**src/rtl/pipeline_regs.sv**
```systemverilog
// IF/ID, ID/EX and EX/MEM pipeline registers sharing one clock and a synchronous reset.
// IF/ID can stall. When ID/EX is not enabled it loads a bubble that clears only the control fields.
module pipeline_regs (
  input  logic        clk,
  input  logic        reset,
  input  logic        ifid_en,
  input  logic [31:0] f_instr,
  input  logic [31:0] f_pc4,
  output logic [31:0] d_instr,
  output logic [31:0] d_pc4,
  input  logic        idex_en,
  input  logic [31:0] id_pc4,
  input  logic [31:0] id_sext,
  input  logic [31:0] id_rd1,
  input  logic [31:0] id_rd2,
  input  logic [4:0]  id_rs,
  input  logic [4:0]  id_rt,
  input  logic [4:0]  id_rd,
  input  logic [5:0]  id_funct,
  input  logic [1:0]  id_aluop,
  input  logic        id_regwrite,
  input  logic        id_memtoreg,
  input  logic        id_branch,
  input  logic        id_memread,
  input  logic        id_memwrite,
  input  logic        id_regdst,
  input  logic        id_alusrc,
  input  logic        id_zero,
  output logic [31:0] x_pc4,
  output logic [31:0] x_sext,
  output logic [31:0] x_rd1,
  output logic [31:0] x_rd2,
  output logic [4:0]  x_rs,
  output logic [4:0]  x_rt,
  output logic [4:0]  x_rd,
  output logic [5:0]  x_funct,
  output logic        x_zero,
  output logic [1:0]  x_wb,
  output logic [2:0]  x_m,
  output logic [3:0]  x_ex,
  input  logic [31:0] ex_alu_result,
  input  logic [31:0] ex_write_data,
  input  logic [4:0]  ex_write_reg,
  input  logic [1:0]  ex_wb,
  input  logic [2:0]  ex_m,
  input  logic        ex_zero,
  output logic [31:0] m_alu_result,
  output logic [31:0] m_write_data,
  output logic [4:0]  m_write_reg,
  output logic [1:0]  m_wb,
  output logic [2:0]  m_m,
  output logic        m_zero
);

  // The declaration initialisers give the all-zero power-up state before the first reset.
  logic [31:0] ifid_instr_q = 32'd0, ifid_pc4_q = 32'd0;
  logic [31:0] ifid_instr_d, ifid_pc4_d;

  logic [31:0] idex_pc4_q = 32'd0, idex_sext_q = 32'd0, idex_rd1_q = 32'd0, idex_rd2_q = 32'd0;
  logic [4:0]  idex_rs_q = 5'd0, idex_rt_q = 5'd0, idex_rd_q = 5'd0;
  logic [5:0]  idex_funct_q = 6'd0;
  logic        idex_zero_q = 1'b0;
  logic [1:0]  idex_wb_q = 2'd0;
  logic [2:0]  idex_m_q = 3'd0;
  logic [3:0]  idex_ex_q = 4'd0;
  logic        idex_zero_d;
  logic [1:0]  idex_wb_d;
  logic [2:0]  idex_m_d;
  logic [3:0]  idex_ex_d;

  logic [31:0] exmem_alu_q = 32'd0, exmem_wdata_q = 32'd0;
  logic [4:0]  exmem_wreg_q = 5'd0;
  logic [1:0]  exmem_wb_q = 2'd0;
  logic [2:0]  exmem_m_q = 3'd0;
  logic        exmem_zero_q = 1'b0;

  always_comb begin
    ifid_instr_d = ifid_instr_q;
    ifid_pc4_d   = ifid_pc4_q;
    if (ifid_en) begin
      ifid_instr_d = f_instr;
      ifid_pc4_d   = f_pc4;
    end else begin
      ifid_instr_d = ifid_instr_q;
      ifid_pc4_d   = ifid_pc4_q;
    end
  end

  // A bubble zeroes only the control fields. The data fields still pass through.
  always_comb begin
    idex_wb_d   = 2'd0;
    idex_m_d    = 3'd0;
    idex_ex_d   = 4'd0;
    idex_zero_d = 1'b0;
    if (idex_en) begin
      idex_wb_d   = {id_memtoreg, id_regwrite};
      idex_m_d    = {id_branch, id_memread, id_memwrite};
      idex_ex_d   = {id_regdst, id_aluop[1], id_aluop[0], id_alusrc};
      idex_zero_d = id_zero;
    end else begin
      idex_wb_d   = 2'd0;
      idex_m_d    = 3'd0;
      idex_ex_d   = 4'd0;
      idex_zero_d = 1'b0;
    end
  end

  always_ff @(posedge clk) begin
    if (reset) begin
      ifid_instr_q  <= 32'd0;
      ifid_pc4_q    <= 32'd0;
      idex_pc4_q    <= 32'd0;
      idex_sext_q   <= 32'd0;
      idex_rd1_q    <= 32'd0;
      idex_rd2_q    <= 32'd0;
      idex_rs_q     <= 5'd0;
      idex_rt_q     <= 5'd0;
      idex_rd_q     <= 5'd0;
      idex_funct_q  <= 6'd0;
      idex_zero_q   <= 1'b0;
      idex_wb_q     <= 2'd0;
      idex_m_q      <= 3'd0;
      idex_ex_q     <= 4'd0;
      exmem_alu_q   <= 32'd0;
      exmem_wdata_q <= 32'd0;
      exmem_wreg_q  <= 5'd0;
      exmem_wb_q    <= 2'd0;
      exmem_m_q     <= 3'd0;
      exmem_zero_q  <= 1'b0;
    end else begin
      ifid_instr_q  <= ifid_instr_d;
      ifid_pc4_q    <= ifid_pc4_d;
      idex_pc4_q    <= id_pc4;
      idex_sext_q   <= id_sext;
      idex_rd1_q    <= id_rd1;
      idex_rd2_q    <= id_rd2;
      idex_rs_q     <= id_rs;
      idex_rt_q     <= id_rt;
      idex_rd_q     <= id_rd;
      idex_funct_q  <= id_funct;
      idex_zero_q   <= idex_zero_d;
      idex_wb_q     <= idex_wb_d;
      idex_m_q      <= idex_m_d;
      idex_ex_q     <= idex_ex_d;
      exmem_alu_q   <= ex_alu_result;
      exmem_wdata_q <= ex_write_data;
      exmem_wreg_q  <= ex_write_reg;
      exmem_wb_q    <= ex_wb;
      exmem_m_q     <= ex_m;
      exmem_zero_q  <= ex_zero;
    end
  end

  assign d_instr      = ifid_instr_q;
  assign d_pc4        = ifid_pc4_q;
  assign x_pc4        = idex_pc4_q;
  assign x_sext       = idex_sext_q;
  assign x_rd1        = idex_rd1_q;
  assign x_rd2        = idex_rd2_q;
  assign x_rs         = idex_rs_q;
  assign x_rt         = idex_rt_q;
  assign x_rd         = idex_rd_q;
  assign x_funct      = idex_funct_q;
  assign x_zero       = idex_zero_q;
  assign x_wb         = idex_wb_q;
  assign x_m          = idex_m_q;
  assign x_ex         = idex_ex_q;
  assign m_alu_result = exmem_alu_q;
  assign m_write_data = exmem_wdata_q;
  assign m_write_reg  = exmem_wreg_q;
  assign m_wb         = exmem_wb_q;
  assign m_m          = exmem_m_q;
  assign m_zero       = exmem_zero_q;

endmodule

```
**config.mk**
```make
export PLATFORM = sky130hd
export DESIGN_NAME = pipeline_regs
export DESIGN_NICKNAME = d
export VERILOG_FILES = /design/src/rtl/pipeline_regs.sv
export SDC_FILE = /design/constraint.sdc
export NUM_CORES = 1
export LEC_CHECK = 0
export BUFFER_PORTS_ARGS = -buffer_cell sky130_fd_sc_hd__buf_4
export CORE_AREA = 2 2 234 236
export DETAILED_ROUTE_END_ITERATION = 16
export DIE_AREA = 0 0 236 238
export PLACE_DENSITY_LB_ADDON = 0.12
export REMOVE_ABC_BUFFERS = 1
export SLEW_MARGIN = 20
export SYNTH_ARGS = -nofsm -noshare
export SYNTH_HDL_FRONTEND = slang
export SYNTH_SLANG_ARGS = --single-unit
```
**constraint.sdc**
```tcl
create_clock -name clk -period 0.85 [get_ports clk]
set_clock_uncertainty 0.1 [all_clocks]
set_input_delay 0.085 -clock clk [delete_from_list [all_inputs] [get_ports clk]]
set_output_delay 0.085 -clock clk [all_outputs]
set_load 0.03 [all_outputs]
```
# After elaboration in Yosys (flattened, before gate mapping)
# Index checks and enable logic that the tools add are counted.
[classes]
bitwise = 1
n_reduce_logical = 1
[ops]
columns = ["op", "n"]
rows = [
  ["$reduce_or 2->1", 1],
  ["$not 1->1", 1],
]
[word_totals]
regBits = 298
elab_cells = 22
out_inout_bits = 298
input_bits = 302

# Logic depth before layout (Yosys ltp)
# Gate-level depths: netlist of the first run.
[logic_depth]
ltp_word = 2
mapped_depth = 5
depth_no_buf = 2

# Worst setup path before layout of the first run
# No wires, ideal clock.
[synth_timing]
kind = "input to register"
from = "in ifid_en"
to = "reg ifid_instr_q[10] (netlist: d_instr[10])"
setup_time_ns = 0.115
required_time_ns = 0.635
path_stages = 4
setup_slack_ns = -0.034
arrival_ns = 0.669
path_buffers = 2
path_cell_list = "buf_6 buf_4 mux2i_1 nor2_2"
[synth_lines]
columns = ["element", "line", "source"]
rows = [
  ["start: declaration", "6", "input logic ifid_en,"],
  ["end signal: assignment", "131", "ifid_instr_q <= ifid_instr_d;"],
  ["end: declaration", "56", "logic [31:0] ifid_instr_q = 32'd0, ifid_pc4_q = 32'd0;"],
]

# Final worst setup path of the first run
[layout_timing]
from = "reg ifid_instr_q[27] (netlist: d_instr[27])"
to = "out d_instr[27]"
[layout_lines]
columns = ["element", "line", "source"]
rows = [
  ["end: declaration", "9", "output logic [31:0] d_instr,"],
]
# No word-level cell between the ends.

==> results of run 1 <==
==> path summary, 6_finish.rpt <==
kind | start | endpoint | slack [ns] | cells past startpoint
max | d_instr[27] | d_instr[27] | -0.35 | 1
max reg2reg | d_pc4[3] | d_pc4[3] | -0.03 | 3
min | reset | m_write_data[17] | -0.29 | 2
min reg2reg | d_pc4[25] | d_pc4[25] | 0.39 | 2
==> final cells by class <==
type | count | area [µm²] | area share [%]
Tap cell | 696 | 870.8 | 4.357
Clock buffer | 53 | 1066 | 5.333
Timing Repair Buffer | 938 | 9099 | 45.52
Antenna cell | 2 | 5.005 | 0.02504
Sequential cell | 298 | 6339 | 31.71
Clock inverter | 10 | 178.9 | 0.8951
Multi-Input combinational cell | 364 | 2431 | 12.16
==> where the power goes <==
group	switching (W)	total (W)	internal [W]
Sequential	0.000401	0.0153	0.0149
Clock	0.00600	0.0162	0.0102
Combinational	0.00303	0.00685	0.00382
Total	0.00943	0.0383	0.0289
==> stage by stage <==
step / util [%] / total power [W] / setup slack [ns] / cell area [µm²] / TNS, ns
4_1_cts: 37.28 / 0.03917 / -0.4054 / 19940 / -109.08
3_3_place_gp: 26.42 / 0.02052 / -0.1528 / 14130 / -14.31
5_1_grt: 37.36 / 0.04008 / -0.4072 / 19990 / -107.18
2_1_floorplan: - / 0.01746 / 0.002202 / 8374 / 0
3_5_place_dp: 26.42 / 0.02051 / -0.1488 / 14130 / -16.23
6_report: 37.37 / 0.03834 / -0.3537 / 19990 / -91.19
==> cells in the final DEF, fill, tap and decap left out <==
cell type	Yosys	layout
buf_4	2	322
dlygate4sd3_1	0	301
dfxtp_2	0	298
buf_6	10	298
nor2b_1	224	222
mux2i_1	64	63
nor2_1	44	44
clkbuf_16	0	37
nor2_2	20	20
buf_12	0	13
and2_1	10	10
clkbuf_8	0	8
clkbuf_1	8	8
bufinv_16	0	5
clkinv_2	0	4
dlymetal6s4s_1	0	3
diode_2	0	2
nor2b_2	0	2
nor2b_4	1	2
mux2i_2	0	1
clkinv_4	0	1
buf_8	0	1
==> metal layers <==
layer  vias to the layer above  routed length, µm
li1                       4050                  -
met1                      3766              12360
met2                       353              18850
met3                        61               3496
met4                         2                955
met5                         -                 16
==> cell families (layout without fill, tap and decap cells) <==
kind of cell | Yosys count | in the layout | synth area share, %
buf+inv | 39 | 1001 | 2.930
mux | 64 | 64 | 7.426
flops | 298 | 298 | 69.15
other cells | 0 | 2 | 0
simple gates | 299 | 300 | 20.49
==> timing repair <==
item,in CTS,in global routing
hold buffers,307,1
gates cloned,0,1
hold endpoints to repair,298,77
setup buffers,0,4
setup endpoints to repair,298,326
pin swaps,0,1
gates resized for setup,596,10
==> metrics.md, run 1 <==
| Metric | Value |
|---|---|
| Initial Utilization | between 15 and 20% |
| Met1 Resource Use GR | 11.84% |
| Hold Worst Slack | -0.2862 ns |
| Worst Tran Pin Value | approximately 0.42 ns |
| Top_reg_cell synth | dfxtp_1 |
| Failing checks | hold timing, setup timing |
| Worst VDD drop | approximately 1300 µV |
| Cell count after placement | a little under 2000 |
| Post-synth top area cell | dfxtp_1 |
| Synth warn | 0 |
| CTS tree | done |
| Slew Viols, Final | 0 |
| Most common cell in the netlist | dfxtp_1 |
| Die Width | 236 µm |
| Top post-synthesis cells by area | dfxtp_1 (69%), nor2b_1 (16%), mux2i_1 (7.4%) |
| Min-Delay Path Class | in2reg |
| Mapped cell area | around 8600 µm² |
| GRT Util Overall | ~12% |
| GR peak layer | met2 |
| First-pass GRT wire length | between 50000 and 60000 µm |
| Detail Route Antenna Nets | 0 |
| CP Launch Type | flop |
| Pwr Density | roughly 1900 nW/µm² |
| Synth unique cells | 11 |
| Yosys top cell area share | approximately 70% |
| CP max-delay cell | dfxtp_2 |
| Critical-path cell list | buf_6 |
| Min Clock Period, post-route | 1.204 ns |
| Later-pin clock latency in the skew report | between 0.5 and 0.6 ns |
| Critical path arrival | 1.02 ns |
| Layout cells sized above 1 | just over 60% |
| Nets | roughly 1900 |
| H-tree levels | 2 |
| Total CTS buffers | 37 |
| Grt ovf | 0 |
| Final setup vio count | roughly 300 |
| Mapped Avg Cell Area | 12.32 µm² |
| Yosys reg bits | 298 |
| Dominant delay contributor by cell family on the critical path | flip-flops |
| Initial drt markers | about 130 |
| Crit Path Max Fanout | 2 |
| Cells after synthesis | 700 |
| Final hold viol count | 91 |
| Root Buffer | clkbuf_16 |
| Setup ws final | -0.3537 ns |
| Register area share after synthesis | between 60% and 70% |
| Die ar. | ~56000 µm² |
| Met2 usage | 22.92% |
| Post-synth EDFFs | 0 |
| Synth-to-Final Area Change | 131.7% |
| Synth top cells by count | dfxtp_1 (298), nor2b_1 (224), mux2i_1 (64) |
| Crit share post-route | 141.6% |
| FMAX | about 830 MHz |
| Met3 GRT Util | between 5 and 6% |
| Initial antenna violation count | 2 |
| Row cnt | 85 |
| DR vias/cell | 3.487 |
| Clock transition at path regs | around 0.06 ns |
| DRT Pass-1 Iters | 4 |
| Relative slew slack | 72.23% |
| CP required | 0.66 ns |
| CP endpoint kind | output pin |
| Clk sinks | ~300 |
| Top-Level Pins | 600 |
| Outcome | finished with violations |
| Largest net degree at the start of global routing | 30 |
| Filler cell count | between 5000 and 6000 |
| Max-cap violation count | 0 |
| FFs w/ async S/R, synth | 0% |
| Vias post-DR | 8232 |
| Final cell count without fillers | roughly 2400 |
| Critical path type | reg2out |
| WP buf/inv | 1 |
| Clock buffer depth | 3 |
| Crit-path max cell delay | ~0.36 ns |
| DP HPWL | about 26000 µm |
| Detailed-route DRC error count | 0 |
| Final wirelength | between 30000 and 40000 µm |
| Vias in the first global route | 9144 |
| Leak pwr | approximately 9 nW |
| Vert. Die Dim | about 240 µm |
| PortBufs | around 600 |
| Routability cong. | approximately 0.73 |
| Core Area | approximately 53000 µm² |
| RSZ-0062 raised after global routing | true |
| Routed WL per cell | 15.11 µm |
Note: power is estimated with default switching activity, not from simulation.
==> run 2, diff against run 1 <==
--- a/config.mk
+++ b/config.mk
@@ -11,6 +11,7 @@
 export DIE_AREA = 0 0 236 238
 export PLACE_DENSITY_LB_ADDON = 0.12
 export REMOVE_ABC_BUFFERS = 1
+export SKIP_CTS_REPAIR_TIMING = 1
 export SLEW_MARGIN = 20
 export SYNTH_ARGS = -nofsm -noshare
 export SYNTH_HDL_FRONTEND = slang
==> run 2 against run 1 <==
The flow still finishes with violations (hold timing, setup timing). Wire length is 0.71% lower. Fmax about the same. Final area shrank 0.36%. Register-to-register slack improved by 0.03 ns. Sequential cell count unchanged. Die area stayed put. Setup slack about the same. Critical path depth unchanged. Non-clock buffer count is 4 lower. Core utilization down 0.13 points. Combinational power shrank 0.6%.
==> metrics.md, run 2 (synthesis gave the netlist of run 1 again) <==
| Metric | Value |
|---|---|
| Outcome | finished with violations |
| Failing checks | hold timing, setup timing |
| CP max-delay cell | dfxtp_2 |
| Levels on crit path | 1 (unchanged) |
| DRT Pass-1 Iters | 5 (+1) |
| Cell count after placement | 1987 (unchanged) |
| Routability cong. | 0.7307 (unchanged) |
| Root Buffer | clkbuf_16 |
| Die ar. | 56170 µm² (unchanged) |
| Setup ws final | -0.3537 ns (-0.00001100 ns) |
| Commonest non-fill, non-tap cell in the layout | buf_4 |
| Layout cells sized above 1 | 60.62% (-0.24 points) |
| CP Launch Type | flop |
| Total power | 0.03831 W (about the same) |
| Pwr Density | 1924 nW/µm² (+0.30%) |
| WP buf/inv | 1 (unchanged) |
| RR Startpoint | d_instr[15] |
| Clk sinks | 298 (unchanged) |
| Worst VDD drop | 1312 µV (-0.26%) |
| Critical-path cell list | buf_6 |
| Crit share post-route | 141.6% (about the same) |
| Hold Worst Slack | -0.2830 ns (+0.003247 ns) |
| Initial antenna violation count | 2 (unchanged) |
| Top-Level Pins | 600 (unchanged) |
| Total CTS buffers | 37 (unchanged) |
| Relative slew slack | 72.66% (+0.43 points) |
| PortBufs | 599 (unchanged) |
| CP required | 0.66 ns (about the same) |
| Final hold viol count | 95 (+4.4%) |
| Filler cell count | 5255 (+0.038%) |
| Vias in the first global route | 7167 (-22%) |
| Grt ovf | 0 (unchanged) |
| Worst setup path end | d_instr[27] |
| Nets | 1936 (-0.26%) |
| Crit path from | d_instr[27] |
| Worst Tran Pin Value | 0.4088 ns (-0.007748 ns) |
| Detail Route Antenna Nets | 0 (unchanged) |
| Post-Layout Inst Area | 19920 µm² (-0.36%) |
| Row cnt | 85 (unchanged) |
| DP HPWL | 25630 µm (unchanged) |
| Largest net degree at the start of global routing | 30 (unchanged) |
| Final cell count without fillers | 2356 (-0.21%) |
| Initial drt markers | 140 (+11%) |
| Vert. Die Dim | 238 µm (unchanged) |
| Core Area | 53500 µm² (unchanged) |
| Flop2flop setup slack | 0 ns (+0.03 ns) |
| Dominant delay contributor by cell family on the critical path | flip-flops |
| Worst r2r dst | d_instr[15] |
| Critical path arrival | 1.02 ns (about the same) |
| First-pass GRT wire length | 45980 µm (-13%) |
| Clock buffer depth | 3 (unchanged) |
| Slew Viols, Final | 0 (unchanged) |
| Min Clock Period, post-route | 1.204 ns (+0.00001100 ns) |
| Initial Utilization | 16.13% (unchanged) |
| Synth-to-Final Area Change | 130.9% |
| Min-Delay Path Class | in2reg |
| Final setup vio count | 309 (+1.6%) |
| Leak pwr | 8.937 nW (-0.63%) |
| GRT Util Overall | 11.00% (-1.2 points) |
| Routed WL per cell | 15.04 µm (-0.50%) |
| Die Width | 236 µm (unchanged) |
| Max-cap violation count | 0 (unchanged) |
| Clock transition at path regs | 0.06 ns (about the same) |
| RSZ-0062 raised after global routing | true |
| DR vias/cell | 3.497 (+0.30%) |
| Crit Path Max Fanout | 2 (unchanged) |
| Crit-path max cell delay | 0.36 ns (about the same) |
| Commonest non-fill, non-tap cells in the layout | buf_4 (320), dlygate4sd3_1 (303), dfxtp_2 (298) |
| FMAX | 830.8 MHz (about the same) |
| Later-pin clock latency in the skew report | 0.52 ns (about the same) |
| R2r worst-path depth | 3 (unchanged) |
| Detailed-route DRC error count | 0 (unchanged) |
| Critical path type | reg2out |
| CTS tree | done |
| CP endpoint kind | output pin |
| Final wirelength | 35420 µm (-0.71%) |
| Placed cell areas | 14130 µm² (unchanged) |
| H-tree levels | 2 (unchanged) |
| Vias post-DR | 8239 (+0.085%) |
## run 2: changes by cell type in the layout (fill, tap and decap cells not counted), sizes merged
| cell | before | now |
|---|---|---|
| nor2b | 226 | 225 |
| dlygate4sd3 | 301 | 303 |
| buf | 634 | 631 |
| dlymetal6s4s | 3 | 0 |
## run 2: layer usage
layer  track usage (%)  vias up  part of all wire, %
met2             19.85      350                   53
met1             10.61     3797                   34
met4             3.706        2                  2.2
met3             6.004       50                   10
li1                  -     4040                    -
met5                 0        -                0.045
## run 2: area by class of cell
cell class              instances  area (µm²)  area share [%]
multi-input cells             363        2409           12.09
diodes                          2       5.005         0.02513
well taps                     696       870.8           4.372
repair buffers                934        9050           45.44
clock inverters                10       178.9          0.8983
flip-flops and latches        298        6339           31.82
clock buffers                  53        1066           5.352
## run 2: report_power, final
group          total [W]  internal (W)  switching, W
Combinational    0.00681       0.00379       0.00301
Clock             0.0162        0.0102       0.00602
Sequential        0.0153        0.0149      0.000401
## run 2: worst min-delay path by stage
stage	start	slack, ns	depth (start not counted)	end
finish	reset	-0.28	2	m_write_data[17]
global route	reset	-0.30	2	m_write_data[17]
CTS	id_memtoreg	-0.39	2	x_wb[1]
detailed placement	id_memread	0.19	2	x_m[1]
global placement	id_memread	0.19	2	x_m[1]
floorplan	reset	0.05	1	d_instr[10]
## run 2: stage by stage
stage,TNS [ns],util (%),worst slack [ns]
finish,-92.81,37.23,-0.3537
global placement,-14.31,26.42,-0.1528
CTS,-113.86,28.75,-0.4741
global route,-108.72,37.23,-0.4072
floorplan,0,-,0.002202
detailed placement,-16.23,26.42,-0.1488
